--- config.mk ---
export PLATFORM = sky130hd
export DESIGN_NAME = uart_tx_fifo_flat
export DESIGN_NICKNAME = d
export VERILOG_FILES = /design/src/rtl/uart_tx_fifo_if.sv /design/src/rtl/uart_tx_fifo.sv /design/src/flat_wrapper.sv
export SDC_FILE = /design/constraint.sdc
export NUM_CORES = 1
export LEC_CHECK = 0
export CELL_PAD_IN_SITES_DETAIL_PLACEMENT = 0
export CELL_PAD_IN_SITES_GLOBAL_PLACEMENT = 1
export CORE_MARGIN = 2
export CORE_UTILIZATION = 48
export CTS_BUF_LIST = sky130_fd_sc_hd__clkbuf_2 sky130_fd_sc_hd__clkbuf_4 sky130_fd_sc_hd__clkbuf_8
export CTS_CLUSTER_SIZE = 24
export DETAILED_ROUTE_END_ITERATION = 12
export PLACE_DENSITY = 0.8
export SLEW_MARGIN = 0
export SYNTH_ARGS = -nofsm -noshare
export SYNTH_HDL_FRONTEND = slang
export SYNTH_SLANG_ARGS = --single-unit
--- constraint.sdc ---
create_clock -name CLK -period 3.3 [get_ports CLK]
set_clock_uncertainty 0.1 [all_clocks]
set_input_delay 0.66 -clock CLK [delete_from_list [all_inputs] [get_ports CLK]]
set_output_delay 0.66 -clock CLK [all_outputs]
set_load 0.1 [all_outputs]
--- src/rtl/uart_tx_fifo_if.sv ---
// Producer-side word handshake into uart_tx_fifo: the producer drives the word
// and its valid flag, and the transmitter returns ready while its FIFO has room.
interface uart_tx_fifo_if #(
   parameter int P_DATA_WIDTH = 8
) ();
   logic [P_DATA_WIDTH-1:0] P_DATA;
   logic                    Data_Valid;
   logic                    Data_Ready;

   modport master (output P_DATA, output Data_Valid, input Data_Ready);
   modport slave  (input P_DATA, input Data_Valid, output Data_Ready);
endinterface

--- src/rtl/uart_tx_fifo.sv ---
// UART transmitter fed by a small word FIFO. Frames are serialised LSB-first
// with a programmable bit period, optional parity and one or two stop bits.
module uart_tx_fifo #(
   parameter int P_DATA_WIDTH   = 8,
   parameter int FIFO_DEPTH     = 4,
   parameter int PRESCALE_WIDTH = 8
) (
   input  logic                             CLK,
   input  logic                             RST,
   uart_tx_fifo_if.slave                    in_if,
   input  logic                             PAR_EN,
   input  logic                             PAR_TYP,
   input  logic                             STOP2,
   input  logic [PRESCALE_WIDTH-1:0]        PRESCALE,
   output logic                             S_DATA,
   output logic                             busy,
   output logic [$clog2(FIFO_DEPTH+1)-1:0]  fifo_count
);

   localparam int PTR_W = $clog2(FIFO_DEPTH);
   localparam int CNT_W = $clog2(FIFO_DEPTH + 1);
   localparam int BIT_W = $clog2(P_DATA_WIDTH);
   localparam logic [CNT_W-1:0] FULL_COUNT = CNT_W'(FIFO_DEPTH);
   localparam logic [BIT_W-1:0] LAST_BIT   = BIT_W'(P_DATA_WIDTH - 1);

   typedef enum logic [2:0] {
      ST_IDLE   = 3'd0,
      ST_START  = 3'd1,
      ST_DATA   = 3'd2,
      ST_PARITY = 3'd3,
      ST_STOP   = 3'd4
   } state_t;

   // Even parity is the XOR of the data bits; odd parity is its inverse.
   function automatic logic parity_bit(input logic [P_DATA_WIDTH-1:0] data,
                                       input logic odd);
      parity_bit = (^data) ^ odd;
   endfunction

   logic [P_DATA_WIDTH-1:0]   mem_r [FIFO_DEPTH];
   logic [PTR_W-1:0]          wr_ptr_r;
   logic [PTR_W-1:0]          rd_ptr_r;
   logic [CNT_W-1:0]          count_r;
   logic                      ready_r;
   state_t                    state_r;
   logic [PRESCALE_WIDTH-1:0] pre_cnt_r;
   logic [PRESCALE_WIDTH-1:0] pre_r;
   logic [BIT_W-1:0]          bit_cnt_r;
   logic [P_DATA_WIDTH-1:0]   shift_r;
   logic                      par_bit_r;
   logic                      par_en_r;
   logic                      stop2_r;
   logic                      s_data_r;
   logic                      busy_r;

   logic                      push_s;
   logic                      pop_s;
   logic                      bit_end_s;
   state_t                    state_nxt_s;
   logic [PRESCALE_WIDTH-1:0] pre_cnt_nxt_s;
   logic [BIT_W-1:0]          bit_cnt_nxt_s;
   logic [P_DATA_WIDTH-1:0]   shift_nxt_s;
   logic [CNT_W-1:0]          count_nxt_s;
   logic                      line_nxt_s;

   assign push_s    = in_if.Data_Valid && ready_r;
   assign bit_end_s = (pre_cnt_r == '0);

   // Frame sequencing: next state, bit timing, shifting and the FIFO pop.
   always_comb begin
      state_nxt_s   = state_r;
      pop_s         = 1'b0;
      bit_cnt_nxt_s = bit_cnt_r;
      shift_nxt_s   = shift_r;
      pre_cnt_nxt_s = bit_end_s ? pre_r : (pre_cnt_r - PRESCALE_WIDTH'(1));
      case (state_r)
         ST_IDLE: begin
            if (count_r != '0) begin
               pop_s         = 1'b1;
               state_nxt_s   = ST_START;
               pre_cnt_nxt_s = PRESCALE;
               shift_nxt_s   = mem_r[rd_ptr_r];
            end else begin
               state_nxt_s   = ST_IDLE;
               pre_cnt_nxt_s = pre_cnt_r;
            end
         end
         ST_START: begin
            if (bit_end_s) begin
               state_nxt_s   = ST_DATA;
               bit_cnt_nxt_s = '0;
            end else begin
               state_nxt_s   = ST_START;
            end
         end
         ST_DATA: begin
            if (bit_end_s) begin
               if (bit_cnt_r == LAST_BIT) begin
                  state_nxt_s   = par_en_r ? ST_PARITY : ST_STOP;
                  bit_cnt_nxt_s = '0;
               end else begin
                  bit_cnt_nxt_s = bit_cnt_r + BIT_W'(1);
                  shift_nxt_s   = shift_r >> 1'b1;
               end
            end else begin
               state_nxt_s = ST_DATA;
            end
         end
         ST_PARITY: begin
            if (bit_end_s) begin
               state_nxt_s   = ST_STOP;
               bit_cnt_nxt_s = '0;
            end else begin
               state_nxt_s   = ST_PARITY;
            end
         end
         ST_STOP: begin
            // bit_cnt_r counts stop bits here; a second one is inserted only when latched.
            if (bit_end_s) begin
               if (stop2_r && (bit_cnt_r == '0)) begin
                  bit_cnt_nxt_s = BIT_W'(1);
               end else if (count_r != '0) begin
                  pop_s         = 1'b1;
                  state_nxt_s   = ST_START;
                  pre_cnt_nxt_s = PRESCALE;
                  shift_nxt_s   = mem_r[rd_ptr_r];
               end else begin
                  state_nxt_s   = ST_IDLE;
               end
            end else begin
               state_nxt_s = ST_STOP;
            end
         end
         default: begin
            state_nxt_s = ST_IDLE;
         end
      endcase
   end

   // Line level for the state being entered, so S_DATA can be registered.
   always_comb begin
      line_nxt_s = 1'b1;
      case (state_nxt_s)
         ST_IDLE:   line_nxt_s = 1'b1;
         ST_START:  line_nxt_s = 1'b0;
         ST_DATA:   line_nxt_s = shift_nxt_s[0];
         ST_PARITY: line_nxt_s = par_bit_r;
         ST_STOP:   line_nxt_s = 1'b1;
         default:   line_nxt_s = 1'b1;
      endcase
   end

   // FIFO occupancy after this cycle's push and pop.
   always_comb begin
      count_nxt_s = count_r;
      case ({push_s, pop_s})
         2'b10:   count_nxt_s = count_r + CNT_W'(1);
         2'b01:   count_nxt_s = count_r - CNT_W'(1);
         default: count_nxt_s = count_r;
      endcase
   end

   // Control, frame and output registers.
   always_ff @(posedge CLK) begin
      if (RST) begin
         state_r   <= ST_IDLE;
         wr_ptr_r  <= '0;
         rd_ptr_r  <= '0;
         count_r   <= '0;
         ready_r   <= 1'b1;
         pre_cnt_r <= '0;
         pre_r     <= '0;
         bit_cnt_r <= '0;
         shift_r   <= '0;
         par_bit_r <= 1'b0;
         par_en_r  <= 1'b0;
         stop2_r   <= 1'b0;
         s_data_r  <= 1'b1;
         busy_r    <= 1'b0;
      end else begin
         state_r   <= state_nxt_s;
         count_r   <= count_nxt_s;
         ready_r   <= (count_nxt_s != FULL_COUNT);
         pre_cnt_r <= pre_cnt_nxt_s;
         bit_cnt_r <= bit_cnt_nxt_s;
         shift_r   <= shift_nxt_s;
         s_data_r  <= line_nxt_s;
         busy_r    <= (state_nxt_s != ST_IDLE);
         if (push_s) begin
            wr_ptr_r <= wr_ptr_r + PTR_W'(1);
         end
         if (pop_s) begin
            rd_ptr_r  <= rd_ptr_r + PTR_W'(1);
            pre_r     <= PRESCALE;
            par_en_r  <= PAR_EN;
            stop2_r   <= STOP2;
            par_bit_r <= parity_bit(mem_r[rd_ptr_r], PAR_TYP);
         end
      end
   end

   // FIFO storage; contents need no reset because the pointers are cleared.
   always_ff @(posedge CLK) begin
      if (!RST && push_s) begin
         mem_r[wr_ptr_r] <= in_if.P_DATA;
      end
   end

   assign S_DATA           = s_data_r;
   assign busy             = busy_r;
   assign fifo_count       = count_r;
   assign in_if.Data_Ready = ready_r;

endmodule

--- src/flat_wrapper.sv ---
// flat-port wrapper written by rule: the top's interface ports become plain ports
module uart_tx_fifo_flat 
#(
   parameter int P_DATA_WIDTH   = 8,
   parameter int FIFO_DEPTH     = 4,
   parameter int PRESCALE_WIDTH = 8
)
  (CLK, RST, PAR_EN, PAR_TYP, STOP2, PRESCALE, S_DATA, busy, fifo_count, in_if_P_DATA, in_if_Data_Valid, in_if_Data_Ready);
  uart_tx_fifo_if #(.P_DATA_WIDTH(P_DATA_WIDTH)) in_if_i ();
  input  logic CLK;
  input  logic RST;
  input  logic PAR_EN;
  input  logic PAR_TYP;
  input  logic STOP2;
  input  logic [PRESCALE_WIDTH-1:0] PRESCALE;
  output logic S_DATA;
  output logic busy;
  output logic [$clog2(FIFO_DEPTH+1)-1:0] fifo_count;
  input wire logic [$bits(in_if_i.P_DATA)-1:0] in_if_P_DATA;
  input wire logic [$bits(in_if_i.Data_Valid)-1:0] in_if_Data_Valid;
  output wire logic [$bits(in_if_i.Data_Ready)-1:0] in_if_Data_Ready;
  assign in_if_i.P_DATA = in_if_P_DATA;
  assign in_if_i.Data_Valid = in_if_Data_Valid;
  assign in_if_Data_Ready = in_if_i.Data_Ready;
  uart_tx_fifo #(.P_DATA_WIDTH(P_DATA_WIDTH), .FIFO_DEPTH(FIFO_DEPTH), .PRESCALE_WIDTH(PRESCALE_WIDTH)) u_core (.CLK(CLK), .RST(RST), .in_if(in_if_i), .PAR_EN(PAR_EN), .PAR_TYP(PAR_TYP), .STOP2(STOP2), .PRESCALE(PRESCALE), .S_DATA(S_DATA), .busy(busy), .fifo_count(fifo_count));
endmodule
==> results of run 1 <==
==> registers in the layout, summed over array words and instances (netlist names), 3 cells and up, named ones only <==
signal	cells
u_core.state_r	3
u_core.fifo_count	3
u_core.bit_cnt_r	3
u_core.pre_r	8
u_core.pre_cnt_r	8
u_core.shift_r	8
u_core.mem_r	32
==> layout by cell type (no fill, tap or decap), types with 6 or more instances in the layout <==
cell type / instances
nand3_1: 9
inv_1: 14
clkbuf_8: 9
a21oi_1: 25
ha_1: 10
edfxtp_1: 32
a211oi_1: 9
o21ai_0: 17
clkdlybuf4s50_1: 21
buf_4: 13
a222oi_1: 6
nand2_1: 46
nor2_1: 36
xor2_1: 6
dfxtp_1: 45
xnor2_1: 9
==> per-layer routing <==
metal  vias up  global-route usage, %
met5         -                      0
met1      1305                  23.88
met2        61                  37.04
met4         0                  8.081
met3        14                  3.651
li1       1330                      -
==> worst max-delay path by stage <==
stage | start | to | depth (start not counted)
2_1_floorplan | u_core.fifo_count[0]$_SDFF_PP0_ | u_core.in_if.Data_Ready$_SDFF_PP1_ | 12
3_3_place_gp | u_core.bit_cnt_r[0]$_SDFFE_PP0P_ | u_core.in_if.Data_Ready$_SDFF_PP1_ | 14
3_5_place_dp | u_core.bit_cnt_r[0]$_SDFFE_PP0P_ | u_core.in_if.Data_Ready$_SDFF_PP1_ | 14
4_1_cts | u_core.bit_cnt_r[0]$_SDFFE_PP0P_ | u_core.in_if.Data_Ready$_SDFF_PP1_ | 14
5_1_grt | u_core.bit_cnt_r[0]$_SDFFE_PP0P_ | u_core.in_if.Data_Ready$_SDFF_PP1_ | 14
6_report | u_core.bit_cnt_r[0]$_SDFFE_PP0P_ | u_core.in_if.Data_Ready$_SDFF_PP1_ | 14
==> cells by family (layout without fill, tap and decap cells) <==
| group | after synthesis | after routing | synth area share [%] |
|---|---|---|---|
| AOI/OAI and AO/OA | 83 | 83 | 15.09 |
| and+or+nand+nor | 120 | 120 | 15.47 |
| DFF | 77 | 77 | 51.05 |
| buffers and inverters | 32 | 64 | 3.842 |
| adders and majority gates | 11 | 11 | 3.979 |
| muxes | 10 | 10 | 5.901 |
| xor gates and xnor gates | 17 | 17 | 4.666 |
==> tightest hold or removal path, cell delays in order (launching register included) <==
cell,delay [ns]
dfxtp_1,0.32
nand2_1,0.05
a21oi_1,0.05
==> layout make-up <==
type | instances | area, um^2 | area share, %
sequential | 77 | 1862 | 44.62
clock buffer | 9 | 123.9 | 2.969
inverter | 14 | 52.55 | 1.259
clock inverter | 7 | 57.56 | 1.379
multi-input combinational | 241 | 1645 | 39.43
timing repair buffer | 34 | 307.8 | 7.376
tap | 99 | 123.9 | 2.969
==> power by group <==
part / switching, mW / internal, mW / total [mW]
registers: 0.209 / 1.22 / 1.42
logic: 1.31 / 0.866 / 2.17
clock network: 0.393 / 0.283 / 0.677
==> per-stage QoR <==
| step | std cells | hold WS, ns | instance area, um^2 | power (mW) | worst slack [ns] |
|---|---|---|---|---|---|
| final | 481 | 0.3599 | 4173 | 4.274 | 0.3553 |
| after CTS | 481 | 0.3619 | 4173 | 4.305 | 0.3517 |
| after floorplan | 350 | 0.3329 | 3647 | 3.105 | 0.05963 |
| after global placement | 465 | 0.3433 | 3991 | 3.596 | 0.5130 |
| after detailed placement | 465 | 0.3505 | 3991 | 3.623 | 0.3809 |
| after global routing | 481 | 0.3853 | 4173 | 4.593 | 0.1166 |
==> metrics.sh, run 1 <==
STARTING_DENSITY_OF_THE_CORE_PCT=50.02
CRIT_FAMILY='simple AND/OR/NAND/NOR gates'
MIN_PERIOD_OVER_PERIOD_PCT=89.23
SYNTH-MAIN-FF-CELL='dfxtp_1'
SYN-INSTANCE-COUNT=350
PATH_CLK_SLEW_NS=0.09
SYNTHESIS.YOSYS.WARNINGS=0
CRIT_PATH_MAX_INCR_DELAY_NS=0.39
FINAL_ANTENNA_NET_COUNT=0
FIRST_GLOBAL_VIAS=2661
CLASSIFICATION_OF_THE_WORST_SLACK_HOLD_PATH='flop to flop'
DRV_SLEW=0
ROUTEDLENGTHMET1_UM=3361
GRT_REMAINING_OVERFLOW=0
POSTCTSHOLDBUFS=0
POST_SYNTHESIS_NET_COUNT=383
FINAL_CELL_UTILIZATION_OF_THE_CORE_PCT=57.22
POST-ROUTE-MIN-PERIOD_NS=2.945
CLOCK_INSERTION_DELAY_WORST_SKEW_NS=0.36
P_LEAK_nW=1.493
FIRST_PASS_GRT_WIRE_LENGTH_UM=13230
SITE_ROWS=31
GRT_MAX_DEGREE=45
SYNTH_CELL_TYPE_COUNT=53
DRTPASS1ITERATIONS=5
SYNTHDOMINANTAREACELLTYPE='edfxtp_1'
MAX_CAP_VIOL_COUNT=0
WORSTHOLDSTART='u_core.par_en_r$_SDFFE_PP0P_'
SETUP_TNS_NS=0
VIAS=2710
PLACE.DETAILED.HPWL_UM=5533
MAPPEDNETLISTAREA_UM2=3647
NUM_ANTENNA_CELLS=0
DIEWIDTH_UM=91.17
TIMING.FMAX_GHz=0.3396
YS_TOP_CELLS_BY_AREA='edfxtp_1 (26%), dfxtp_1 (25%), nand2_1 (4.7%)'
TIMING.MAX_SLEW.REL_SLACK_PCT=54.70
SYNTH-EDFF-COUNT=32
LAYOUT-AREA-OVERHEAD-VS-SYNTH_PCT=14.41
HIGHEST-SIGNAL-LAYER='met4'
CTS_MAX_PATH_BUFFERS=2
GRT.TOTAL_USAGE_PCT=20.44
NFILLCELLS=669
DESIGN.PORTCOUNT=28
CTS_SETUP_BUFFERS=0
ASYNC_SET_RESET_FLOP_SHARE_OUT_OF_SYNTHESIS_PCT=0
REG2REG_FROM='u_core.bit_cnt_r[0]$_SDFFE_PP0P_'
TIMING.CRITICAL_PATH.MODE_CELL='inv_1'
WORSTREGTOREGCELLS=14
MAX_SLEW.WORST_PIN.SLEW_NS=0.6771
CTS.SINK_COUNT=77
NETS=410
YOSYS.AREA.TOP_TYPE_SHARE_PCT=26.35
WORSTHOLDENDPOINT='u_core.par_en_r$_SDFFE_PP0P_'
VIAS_PER_CELL=5.634
TIMING.SETUP.CRITICAL_PATH_CLASS='flop to flop'
P_PER_AREA_nW_PER_UM2=1024
WL_PER_CELL_UM=16.64
SEQ_AREA_FRAC_SYNTH_PCT=51.05
WORST_R2R_ENDPOINT='u_core.in_if.Data_Ready$_SDFF_PP1_'
CRITICAL_PATH.MAX_FANOUT=7
GLOBALPLACE.CONGESTION=0.8334
FINAL-SETUP-VIOL-COUNT=0
NUMPORTBUFFERS=27
CELLS_RESIZED_BY_POST_CTS_REPAIR=0
DRIVE_ABOVE_1_SHARE_PCT=10.73
ROUTED_WIRELENGTH_UM=8004
MIN_PATH_CELLS=2
START_KIND='flop'
DIE_HEIGHT_UM=91.17
WORSTPATHCELLLIST='inv_1, ha_1, nand3b_1, nand3_1, a21oi_1, nand2_1, inv_1, ha_1, inv_1, fa_1, xor2_1, or3_1, a21oi_1, nand2_1'
CORE_REGION_AREA_UM2=7292
DR_WL_MET3_UM=268
CRITICAL_PATH.ENDPOINT_TYPE='flop'
CP.REQUIRED_NS=3.45
DIE-AREA_UM2=8312
RSZ_0062_RAISED_AFTER_GLOBAL_ROUTING='false'
YOSYS_REGISTER_BITS=77
CRIT_PATH_TOP_DELAY_CELL='dfxtp_1'
ANTENNA_FOUND_INITIAL=0
FINALHOLDVIOLATIONS=0
DRT_FIRST_ITER_VIOLATIONS=158
MET2ROUTEDLENGTH_UM=4214
OUTCOME='finished clean'
WORST-PATH-BUF-INV=3
VDD_IR_DROP_MAX_mV=0.3900
CTS-ROOT-BUF='clkbuf_8'
CRITICAL_PATH_DATA_ARRIVAL_TIME_NS=3.09
CTS_INSERTED_BUFFERS=9
SYNTH.AVG_CELL_AREA_UM2=10.42
YOSYS.CELL_COUNT.TOP_TYPE='nand2_1'
HTREE_NUM_LEVELS=3
SETUP_SLACK_OF_THE_MOST_CRITICAL_REG_TO_REG_PATH_NS=0.36
NETLIST_TOP_CELLS_COUNT='nand2_1 (46), dfxtp_1 (45), nor2_1 (36)'
TRITONCTS='yes'
REMAINING_DRC_ERRORS=0
(Power assumes the default switching activity.)
==> run 2: changes to the inputs <==
--- a/config.mk
+++ b/config.mk
@@ -7,13 +7,14 @@
 export LEC_CHECK = 0
 export CELL_PAD_IN_SITES_DETAIL_PLACEMENT = 0
 export CELL_PAD_IN_SITES_GLOBAL_PLACEMENT = 1
-export CORE_MARGIN = 2
+export CORE_MARGIN = 5
 export CORE_UTILIZATION = 48
 export CTS_BUF_LIST = sky130_fd_sc_hd__clkbuf_2 sky130_fd_sc_hd__clkbuf_4 sky130_fd_sc_hd__clkbuf_8
 export CTS_CLUSTER_SIZE = 24
 export DETAILED_ROUTE_END_ITERATION = 12
 export PLACE_DENSITY = 0.8
-export SLEW_MARGIN = 0
+export SKIP_LAST_GASP = 1
+export SLEW_MARGIN = 20
 export SYNTH_ARGS = -nofsm -noshare
 export SYNTH_HDL_FRONTEND = slang
 export SYNTH_SLANG_ARGS = --single-unit
==> metrics.sh, run 2 (synthesis gave the netlist of run 1 again) <==
DRV_SLEW=0  # unchanged
P_LEAK_nW=1.505  # +0.78%
FINAL_CELL_AREA_UM2=4178  # +0.12%
CRITICAL_PATH_DATA_ARRIVAL_TIME_NS=3.08  # about the same
POSTCTSHOLDBUFS=0  # unchanged
ROUTED_WIRELENGTH_UM=7866  # -1.7%
MAX_CAP_VIOL_COUNT=0  # unchanged
START_KIND='flop'
CP.REQUIRED_NS=3.45  # about the same
PLACEMENT.CELL_AREA_UM2=3991  # unchanged
DRIVE_ABOVE_1_SHARE_PCT=10.73  # unchanged
DIE-AREA_UM2=9442  # +14%
POST-ROUTE-MIN-PERIOD_NS=2.935  # -0.009811 ns
CELLS_RESIZED_BY_POST_CTS_REPAIR=0  # unchanged
STARTING_DENSITY_OF_THE_CORE_PCT=49.75  # -0.26 points
FINAL-SETUP-VIOL-COUNT=0  # unchanged
MIN_PERIOD_OVER_PERIOD_PCT=88.94  # -0.30 points
LARGEST_REGISTER_FFS=32  # unchanged
TIMING.FMAX_GHz=0.3407  # +0.33%
SETUP_TNS_NS=0  # unchanged
WHS_NS=0.3609  # +0.0009270 ns
CORE_REGION_AREA_UM2=7331  # +0.53%
POWER_FRAC_SEQ_PCT=33.3  # about the same
MOST-COMMON-LAYOUT-CELLS='nand2_1 (46), dfxtp_1 (45), nor2_1 (36), edfxtp_1 (32), a21oi_1 (25)'
GRT.TOTAL_USAGE_PCT=17.69  # -2.8 points
CLKPWRFRAC_PCT=16.0  # +0.2 points
PLACE.DETAILED.HPWL_UM=5500  # -0.59%
WL_PER_CELL_UM=16.35  # -1.7%
NUMPORTBUFFERS=27  # unchanged
RSZ_0062_RAISED_AFTER_GLOBAL_ROUTING='false'
FIRST_GLOBAL_VIAS=2755  # +3.5%
VDD_IR_DROP_MAX_mV=0.4777  # +22%
ANTENNA_FOUND_INITIAL=0  # unchanged
DRTPASS1ITERATIONS=4  # -1
PLACEDCELLCOUNT=465  # unchanged
GLOBALPLACE.CONGESTION=0.9061  # +8.7%
MAX_SLEW.WORST_PIN.SLEW_NS=0.7041  # +0.02707 ns
FIRST_PASS_GRT_WIRE_LENGTH_UM=13640  # +3.1%
SWSHARE_PCT=44.71  # about the same
CTS_SETUP_BUFFERS=0  # unchanged
SITE_ROWS=31  # unchanged
FINAL_CELLS=481  # unchanged
GRT_MAX_DEGREE=45  # unchanged
TIMING.MAX_SLEW.REL_SLACK_PCT=52.70  # -2.0 points
OUTCOME='finished clean'
FINAL_ANTENNA_NET_COUNT=0  # unchanged
DRT_FIRST_ITER_VIOLATIONS=146  # -7.6%
NUM_ANTENNA_CELLS=0  # unchanged
VIAS=2706  # -0.15%
HTREE_NUM_LEVELS=3  # unchanged
PATH_CLK_SLEW_NS=0.09  # about the same
CTS.SINK_COUNT=77  # unchanged
LAYOUT.CELLS.MOST_COMMON='nand2_1'
CTS_MAX_PATH_BUFFERS=2  # unchanged
P_PER_AREA_nW_PER_UM2=1025  # about the same
INTPOWER_mW=2.367  # about the same
DIE_HEIGHT_UM=97.17  # +6.6%
TIMING.SETUP.CRITICAL_PATH_CLASS='flop to flop'
CTS_INSERTED_BUFFERS=9  # unchanged
COMB_POWER_SHARE_PCT=50.7  # about the same
CTS-ROOT-BUF='clkbuf_8'
LARGEST_REGISTER='u_core.mem_r'
CLOCK_INSERTION_DELAY_WORST_SKEW_NS=0.35  # about the same
DESIGN.PORTCOUNT=28  # unchanged
VIAS_PER_CELL=5.626  # -0.15%
CLASSIFICATION_OF_THE_WORST_SLACK_HOLD_PATH='flop to flop'
GRT_REMAINING_OVERFLOW=0  # unchanged
CRITICAL_PATH.ENDPOINT_TYPE='flop'
DIEWIDTH_UM=97.17  # +6.6%
NETS=410  # unchanged
TRITONCTS='yes'
LAYOUT-AREA-OVERHEAD-VS-SYNTH_PCT=14.55
CRITICAL_PATH.MAX_FANOUT=7  # unchanged
P_SW_mW=1.914  # +0.25%
REMAINING_DRC_ERRORS=0  # unchanged
FINALHOLDVIOLATIONS=0  # unchanged
run 2: changes by cell type in the layout (fill, tap and decap cells not counted):
cell,change
inv_8,+1
clkinvlp_4,-2
clkinv_4,-1
inv_6,+2
run 2: cell type report:
| type | count | area [um^2] |
|---|---|---|
| sequential | 77 | 1862 |
| inverter | 14 | 52.55 |
| timing repair buffer | 34 | 307.8 |
| clock buffer | 9 | 123.9 |
| tap | 99 | 123.9 |
| multi-input combinational | 241 | 1645 |
| fill | 639 | 3153 |
| clock inverter | 7 | 62.56 |
run 2: power by group through the flow:
stage | clock, mW | sequential, mW | combinational (mW)
2_1_floorplan | 0 | 1.58 | 1.53
3_3_place_gp | 0 | 1.44 | 2.14
3_5_place_dp | 0 | 1.45 | 2.16
4_1_cts | 0.701 | 1.43 | 2.18
5_1_grt | 0.746 | 1.46 | 2.40
6_report | 0.685 | 1.43 | 2.17
run 2: path summary, 6_finish.rpt:
kind	startpoint	end	slack, ns	cells past startpoint
worst max-delay path	u_core.bit_cnt_r[0]$_SDFFE_PP0P_	u_core.in_if.Data_Ready$_SDFF_PP1_	0.37	14
worst min-delay path	u_core.pre_r[6]$_SDFFE_PP0P_	u_core.pre_r[6]$_SDFFE_PP0P_	0.36	2
worst max register to register	u_core.bit_cnt_r[0]$_SDFFE_PP0P_	u_core.in_if.Data_Ready$_SDFF_PP1_	0.37	14
worst min register to register	u_core.pre_r[6]$_SDFFE_PP0P_	u_core.pre_r[6]$_SDFFE_PP0P_	0.36	2
run 2: routing by layer:
metal | GRT usage, % | vias up | share of wire [%]
li1 | - | 1333 | -
met5 | 0 | - | 0
met3 | 4.307 | 18 | 3.4
met1 | 21.69 | 1296 | 44
met4 | 6.803 | 0 | 2.2
met2 | 29.99 | 59 | 51
run 2: metrics by stage:
step                      setup slack (ns)  util, %  total power [mW]
after floorplan                    0.05963        -             3.105
after global placement              0.4913    54.45             3.587
after detailed placement            0.3931    54.45             3.608
after CTS                           0.3775    56.99             4.308
after global routing                0.1088    56.99             4.602
final                               0.3651    56.99             4.281
run 2: worst max-delay path, cell delays in order, from the launching register on:
cell	delay, ns
dfxtp_1	0.37
inv_1	0.07
ha_1	0.20
nand3b_1	0.23
nand3_1	0.18
a21oi_1	0.18
nand2_1	0.08
inv_1	0.11
ha_1	0.19
inv_1	0.06
fa_1	0.37
xor2_1	0.15
or3_1	0.30
a21oi_1	0.18
nand2_1	0.06
==> run 3: changes to the inputs <==
--- a/config.mk
+++ b/config.mk
@@ -14,7 +14,7 @@
 export DETAILED_ROUTE_END_ITERATION = 12
 export PLACE_DENSITY = 0.8
 export SKIP_LAST_GASP = 1
-export SLEW_MARGIN = 20
+export SLEW_MARGIN = 15
 export SYNTH_ARGS = -nofsm -noshare
 export SYNTH_HDL_FRONTEND = slang
 export SYNTH_SLANG_ARGS = --single-unit
==> results of run 3 <==
Same layout as run 2: the final DEF is identical, and so are final timing and power.
